$ cat config.mk
export PLATFORM = sky130hd
export DESIGN_NAME = jtdd_main_romfetch
export DESIGN_NICKNAME = d
export VERILOG_FILES = /design/src/rtl/jtdd_main_romfetch.sv
export SDC_FILE = /design/constraint.sdc
export NUM_CORES = 1
export LEC_CHECK = 0
export CAP_MARGIN = 20
export CORE_MARGIN = 2
export CORE_UTILIZATION = 36
export CTS_BUF_LIST = sky130_fd_sc_hd__clkbuf_16
export CTS_CLUSTER_DIAMETER = 80
export DETAILED_ROUTE_END_ITERATION = 10
export PLACE_DENSITY_LB_ADDON = 0.25
export REMOVE_ABC_BUFFERS = 1
export SLEW_MARGIN = 30
export SYNTH_ARGS = -nofsm -noshare
export SYNTH_HDL_FRONTEND = slang
export SYNTH_SLANG_ARGS = --single-unit
$ cat constraint.sdc
create_clock -name clk -period 5.2 [get_ports clk]
set_input_delay 1.56 -clock clk [delete_from_list [all_inputs] [get_ports clk]]
set_output_delay 1.56 -clock clk [all_outputs]
set_load 0.02 [all_outputs]
$ cat src/rtl/jtdd_main_romfetch.sv
// Main-CPU program ROM fetcher for the Double Dragon core.
// Two-entry 32-bit word cache in front of the SDRAM port, with optional
// sequential prefetch of the word after the one currently being hit.
// rom_ok/rom_data are combinational on the registered storage so hits
// cost zero cycles; misses stall the CPU through rom_ok.
module jtdd_main_romfetch #(
    parameter bit PREFETCH = 1'b1
) (
    input  logic        clk,
    input  logic        rst,
    input  logic        flush,
    input  logic        rom_cs,
    input  logic [17:0] rom_addr,
    output logic [7:0]  rom_data,
    output logic        rom_ok,
    output logic [15:0] sdram_addr,
    output logic        sdram_req,
    input  logic        sdram_ack,
    input  logic        sdram_dst,
    input  logic [31:0] sdram_data
);

    typedef enum logic [1:0] {
        ST_IDLE = 2'd0,
        ST_REQ  = 2'd1,
        ST_WAIT = 2'd2
    } state_t;

    // Little-endian byte lane select: lane 0 is word[7:0].
    function automatic logic [7:0] byte_sel(input logic [31:0] word, input logic [1:0] lane);
        logic [7:0] b;
        case (lane)
            2'd0:    b = word[7:0];
            2'd1:    b = word[15:8];
            2'd2:    b = word[23:16];
            2'd3:    b = word[31:24];
            default: b = 8'h00;
        endcase
        return b;
    endfunction

    // Registered state
    state_t      state_r;
    logic [1:0]  valid_r;
    logic [15:0] tag0_r;
    logic [15:0] tag1_r;
    logic [31:0] data0_r;
    logic [31:0] data1_r;
    logic        lru_r;       // entry to evict on the next demand miss
    logic        victim_r;    // entry the in-flight fill will land in
    logic        discard_r;   // a flush hit the in-flight request
    logic [15:0] sdram_addr_r;
    logic        sdram_req_r;

    // Combinational decode
    logic [15:0] cpu_tag_s;
    logic        hit0_s;
    logic        hit1_s;
    logic        hit_s;
    logic        hit_idx_s;
    logic [15:0] hit_tag_s;
    logic [31:0] hit_word_s;
    logic [15:0] next_tag_s;
    logic        next_held_s;
    logic        idle_s;
    logic        demand_s;
    logic        pf_s;
    logic        fill_s;

    // Hit detection against both entries and selection of the hitting entry.
    always_comb begin
        cpu_tag_s = rom_addr[17:2];
        hit0_s    = rom_cs & valid_r[0] & (tag0_r == cpu_tag_s);
        hit1_s    = rom_cs & valid_r[1] & (tag1_r == cpu_tag_s);
        hit_s     = hit0_s | hit1_s;
        // Entry 0 wins if both ever match; with no hit entry 0 drives the bus.
        hit_idx_s = ~hit0_s & hit1_s;
        if (hit_idx_s) begin
            hit_tag_s  = tag1_r;
            hit_word_s = data1_r;
        end else begin
            hit_tag_s  = tag0_r;
            hit_word_s = data0_r;
        end
    end

    // Prefetch candidate: word after the hit tag, 16-bit wrap, unless already cached.
    always_comb begin
        next_tag_s  = hit_tag_s + 16'd1;
        next_held_s = (valid_r[0] & (tag0_r == next_tag_s)) |
                      (valid_r[1] & (tag1_r == next_tag_s));
    end

    // Request launch and fill qualifiers. A flush in IDLE suppresses launch
    // because the hit decode that cycle still sees the pre-flush valid bits.
    always_comb begin
        idle_s   = (state_r == ST_IDLE);
        demand_s = idle_s & ~flush & rom_cs & ~hit_s;
        if (PREFETCH) begin
            pf_s = idle_s & ~flush & ~demand_s & hit_s & ~next_held_s;
        end else begin
            pf_s = 1'b0;
        end
        fill_s   = (state_r == ST_WAIT) & sdram_dst;
    end

    // CPU-side outputs: zero-latency hit path.
    always_comb begin
        rom_ok   = hit_s;
        rom_data = byte_sel(hit_word_s, rom_addr[1:0]);
    end

    assign sdram_addr = sdram_addr_r;
    assign sdram_req  = sdram_req_r;

    // Fetch FSM: launch demand/prefetch requests and run the SDRAM handshake.
    always_ff @(posedge clk or posedge rst) begin
        if (rst) begin
            state_r      <= ST_IDLE;
            sdram_req_r  <= 1'b0;
            sdram_addr_r <= 16'h0000;
            victim_r     <= 1'b0;
            discard_r    <= 1'b0;
        end else begin
            case (state_r)
                ST_IDLE: begin
                    discard_r <= 1'b0;
                    if (demand_s) begin
                        sdram_addr_r <= cpu_tag_s;
                        victim_r     <= lru_r;
                        sdram_req_r  <= 1'b1;
                        state_r      <= ST_REQ;
                    end else if (pf_s) begin
                        // Prefetch goes into the entry not being read right now.
                        sdram_addr_r <= next_tag_s;
                        victim_r     <= ~hit_idx_s;
                        sdram_req_r  <= 1'b1;
                        state_r      <= ST_REQ;
                    end else begin
                        sdram_req_r  <= 1'b0;
                        state_r      <= ST_IDLE;
                    end
                end
                ST_REQ: begin
                    if (flush) begin
                        discard_r <= 1'b1;
                    end else begin
                        discard_r <= discard_r;
                    end
                    if (sdram_ack) begin
                        sdram_req_r <= 1'b0;
                        state_r     <= ST_WAIT;
                    end else begin
                        sdram_req_r <= 1'b1;
                        state_r     <= ST_REQ;
                    end
                end
                ST_WAIT: begin
                    if (fill_s) begin
                        discard_r <= 1'b0;
                        state_r   <= ST_IDLE;
                    end else if (flush) begin
                        discard_r <= 1'b1;
                        state_r   <= ST_WAIT;
                    end else begin
                        state_r   <= ST_WAIT;
                    end
                end
                default: begin
                    sdram_req_r <= 1'b0;
                    discard_r   <= 1'b0;
                    state_r     <= ST_IDLE;
                end
            endcase
        end
    end

    // Entry storage: write tag/data on fill, validate unless a flush intervened.
    always_ff @(posedge clk or posedge rst) begin
        if (rst) begin
            valid_r <= 2'b00;
            tag0_r  <= 16'h0000;
            tag1_r  <= 16'h0000;
            data0_r <= 32'h0000_0000;
            data1_r <= 32'h0000_0000;
        end else begin
            if (fill_s) begin
                if (victim_r) begin
                    tag1_r  <= sdram_addr_r;
                    data1_r <= sdram_data;
                end else begin
                    tag0_r  <= sdram_addr_r;
                    data0_r <= sdram_data;
                end
            end
            if (flush) begin
                valid_r <= 2'b00;
            end else if (fill_s && !discard_r) begin
                valid_r[victim_r] <= 1'b1;
            end else begin
                valid_r <= valid_r;
            end
        end
    end

    // Replacement pointer: a fill or a hit makes the other entry the victim.
    always_ff @(posedge clk or posedge rst) begin
        if (rst) begin
            lru_r <= 1'b0;
        end else if (fill_s) begin
            lru_r <= ~victim_r;
        end else if (hit_s) begin
            lru_r <= ~hit_idx_s;
        end else begin
            lru_r <= lru_r;
        end
    end

endmodule
==> metrics <==
status finished clean; num rows 52; via count 5,961; Root Driver clkbuf_16; count of different cell masters after synthesis 73; height of the die 147 um; layer with the highest usage met2; Synth top cells by count 120 x dfrtp_1, 89 x mux2_2, 66 x nand2_1, 60 x xnor2_1; Setup Crit Path Kind in -> out; total power 5.69 mW; Worst-path clk slew 0.06 ns; Crit. End Element primary output; Layout Nets 892; vias in the first global route 6,254; count of pins over their slew limit 0; CP Launch Point rom_addr[3]; Period minus WS final 5.14 ns; met2 usage 0.360; die area 0.0217 mm2; Worst Setup Start Kind input port; Setup-failing EPs final 0; clk sink count 120; number of antenna cells inserted 0; io pins 82; Layout area overhead 33.6%; share of post-route cells with drive strength above 1 0.377; cell count after synthesis 695; most common cell in the netlist dfrtp_1; clk_skew 0.0154 ns; share of the synthesized area in the top cell type 0.407; final wirelength 22,400 um; Worst VDD drop 285 uV; htree depth 4; setup TNS 0 ns; WHS 0.498 ns; WHS Path Cells 1; leakage 4.13 nW; GPL Wtd Cong 0.993; TritonCTS clock tree built; Hold Startpoint data1_r[17]$_DFFE_PP0P_; setup ws final 0.0633 ns; Post-DP HPWL 16,500 um; Routed Antenna Nets 0; gr usage total 0.214; initial DRC count 305; Data arrival, critical path 3.58 ns; pre-CTS WS -0.869 ns; synthesized area 0.00738 mm2; GRT Residual Overflow 0; Crit path required time 3.64 ns; WHS Endpoint data1_r[17]$_DFFE_PP0P_; Synth area leaders dfrtp_1 41%, mux2_2 14%, xnor2_1 7.1%, mux4_2 4.9%, nand2_1 3.4%; initial antenna violation count 0; post-synthesis sequential area ratio 0.407; Hold Vio Cnt, Final 0; ys async rst share 1.00; Port Buf Inserts 81; Worst-Skew Late Latency 0.43 ns; Critical R2R Capture sdram_req$_DFFE_PP0P_; Worst R2R Setup Slack 0.83 ns; total CTS buffers 17; DRC 0; largest net degree at the start of global routing 64; core area 0.0202 mm2; Hold-fix buffers, CTS 0; final non-filler cell total 1,114; met1 Use GR 0.283; Yosys warning total 0; DR WL/cell 20.1 um; Bufs on Longest Clock Path 2; Placed Cells 1,070; flops & latches, synth 120; fin util 0.489; R2R depth 19; first-pass GRT wire length 35,500 um; max frequency 195 MHz; Worst-Margin Slew 0.791 ns; Pwr Density 577 mW/mm2; Worst R2R Start tag1_r[3]$_DFFE_PP0P_; Worst Path Max Fanout 13; prevailing post-synth register cell dfrtp_1; Syn Area/Cell 10.6 um2; met3 Use GR 0.0401; slew margin rel. 0.473; Pre-Repair DR Iteration Count 5; EDFF count, synth 0; Final Instance Area 0.00986 mm2; max-cap check violation count 0; Placed Area 0.00889 mm2; vias per cell 5.35; die width 147 um; Tcrit/Tclk final 0.988; Yosys top cell by area dfrtp_1; Initial Util 0.366; worst hold path type reg -> reg
[worst max path at each step]
stage,end,slack (ns),cells after the start
after detailed placement,sdram_req$_DFFE_PP0P_,-0.87,20
after floorplan,sdram_req$_DFFE_PP0P_,-0.57,16
after CTS,sdram_req$_DFFE_PP0P_,0.0002,20
final,rom_data[5],0.06,11
after global routing,sdram_req$_DFFE_PP0P_,-0.01,20
after global placement,sdram_req$_DFFE_PP0P_,-0.90,19
[sequential cells by signal (all words and copies together), names as in the netlist]
signal / cells
data0_r: 32
discard_r: 1
victim_r: 1
lru_r: 1
state_r: 2
valid_r: 2
sdram_req: 1
data1_r: 32
tag1_r: 16
tag0_r: 16
sdram_addr: 16
[repair_timing]
action,CTS,global route
gates resized for setup,81,66
pin swaps,20,32
endpoints found under the setup margin,28,28
setup buffers,8,4
[metal layers]
layer | vias to the layer above | share of wire | routed length, um
li1 | 2759 | - | -
met1 | 2985 | 0.43 | 9700
met2 | 186 | 0.49 | 11000
met3 | 31 | 0.054 | 1220
met4 | 0 | 0.020 | 456
met5 | - | 0 | 0
[placed cells by master (no fill, tap or decap), types with 5 or more instances in the layout]
master / count
a22oi_1: 5
dfrtp_1: 120
buf_6: 5
o21ai_0: 20
clkbuf_16: 17
mux4_2: 16
a21oi_1: 18
clkdlybuf4s15_2: 7
nand4_1: 14
o21a_1: 11
buf_4: 85
and3_1: 5
o21ai_1: 5
clkdlybuf4s50_1: 56
xor2_1: 24
and4_1: 8
inv_1: 11
xnor2_1: 39
clkbuf_2: 10
nor2_1: 27
nand3_1: 22
xnor2_2: 20
nor3_1: 19
inv_6: 6
nand2_1: 63
buf_2: 6
mux2_2: 89
nand2b_1: 5
[critical path, stage by stage]
cell and delay [ns]:
buf_2 0.14, xnor2_1 0.15, buf_4 0.14, nand4_1 0.10, or4_4 0.51, o211a_4 0.26, buf_4 0.13, buf_6 0.15
nand2_1 0.07, nand2_1 0.08, clkdlybuf4s15_2 0.26
[cell families after synthesis]
| family | count (synthesis) | synth area share |
|---|---|---|
| buffers and inverters | 69 | 0.0453 |
| muxes | 109 | 0.191 |
| DFF | 120 | 0.407 |
| and+or+nand+nor | 213 | 0.156 |
| xor gates and xnor gates | 89 | 0.107 |
| AOI/OAI and AO/OA | 90 | 0.0860 |
| adders and majority gates | 5 | 0.00848 |
[layout make-up]
class                           count  area, um2
Fill cell                        1851      10300
Multi-Input combinational cell    506       4400
Clock buffer                       17        425
Tap cell                          270        338
Clock inverter                     15        143
Timing Repair Buffer              174       1500
Sequential cell                   120       3000
Inverter                           12       47.5
[where the power goes]
group          switching (mW)  total [mW]  internal, mW  leakage, nW
logic                    1.29        2.69          1.40         2.40
clock network           0.484        1.15         0.667        0.273
registers               0.482        1.85          1.37         1.46
(Power assumes the default switching activity.)
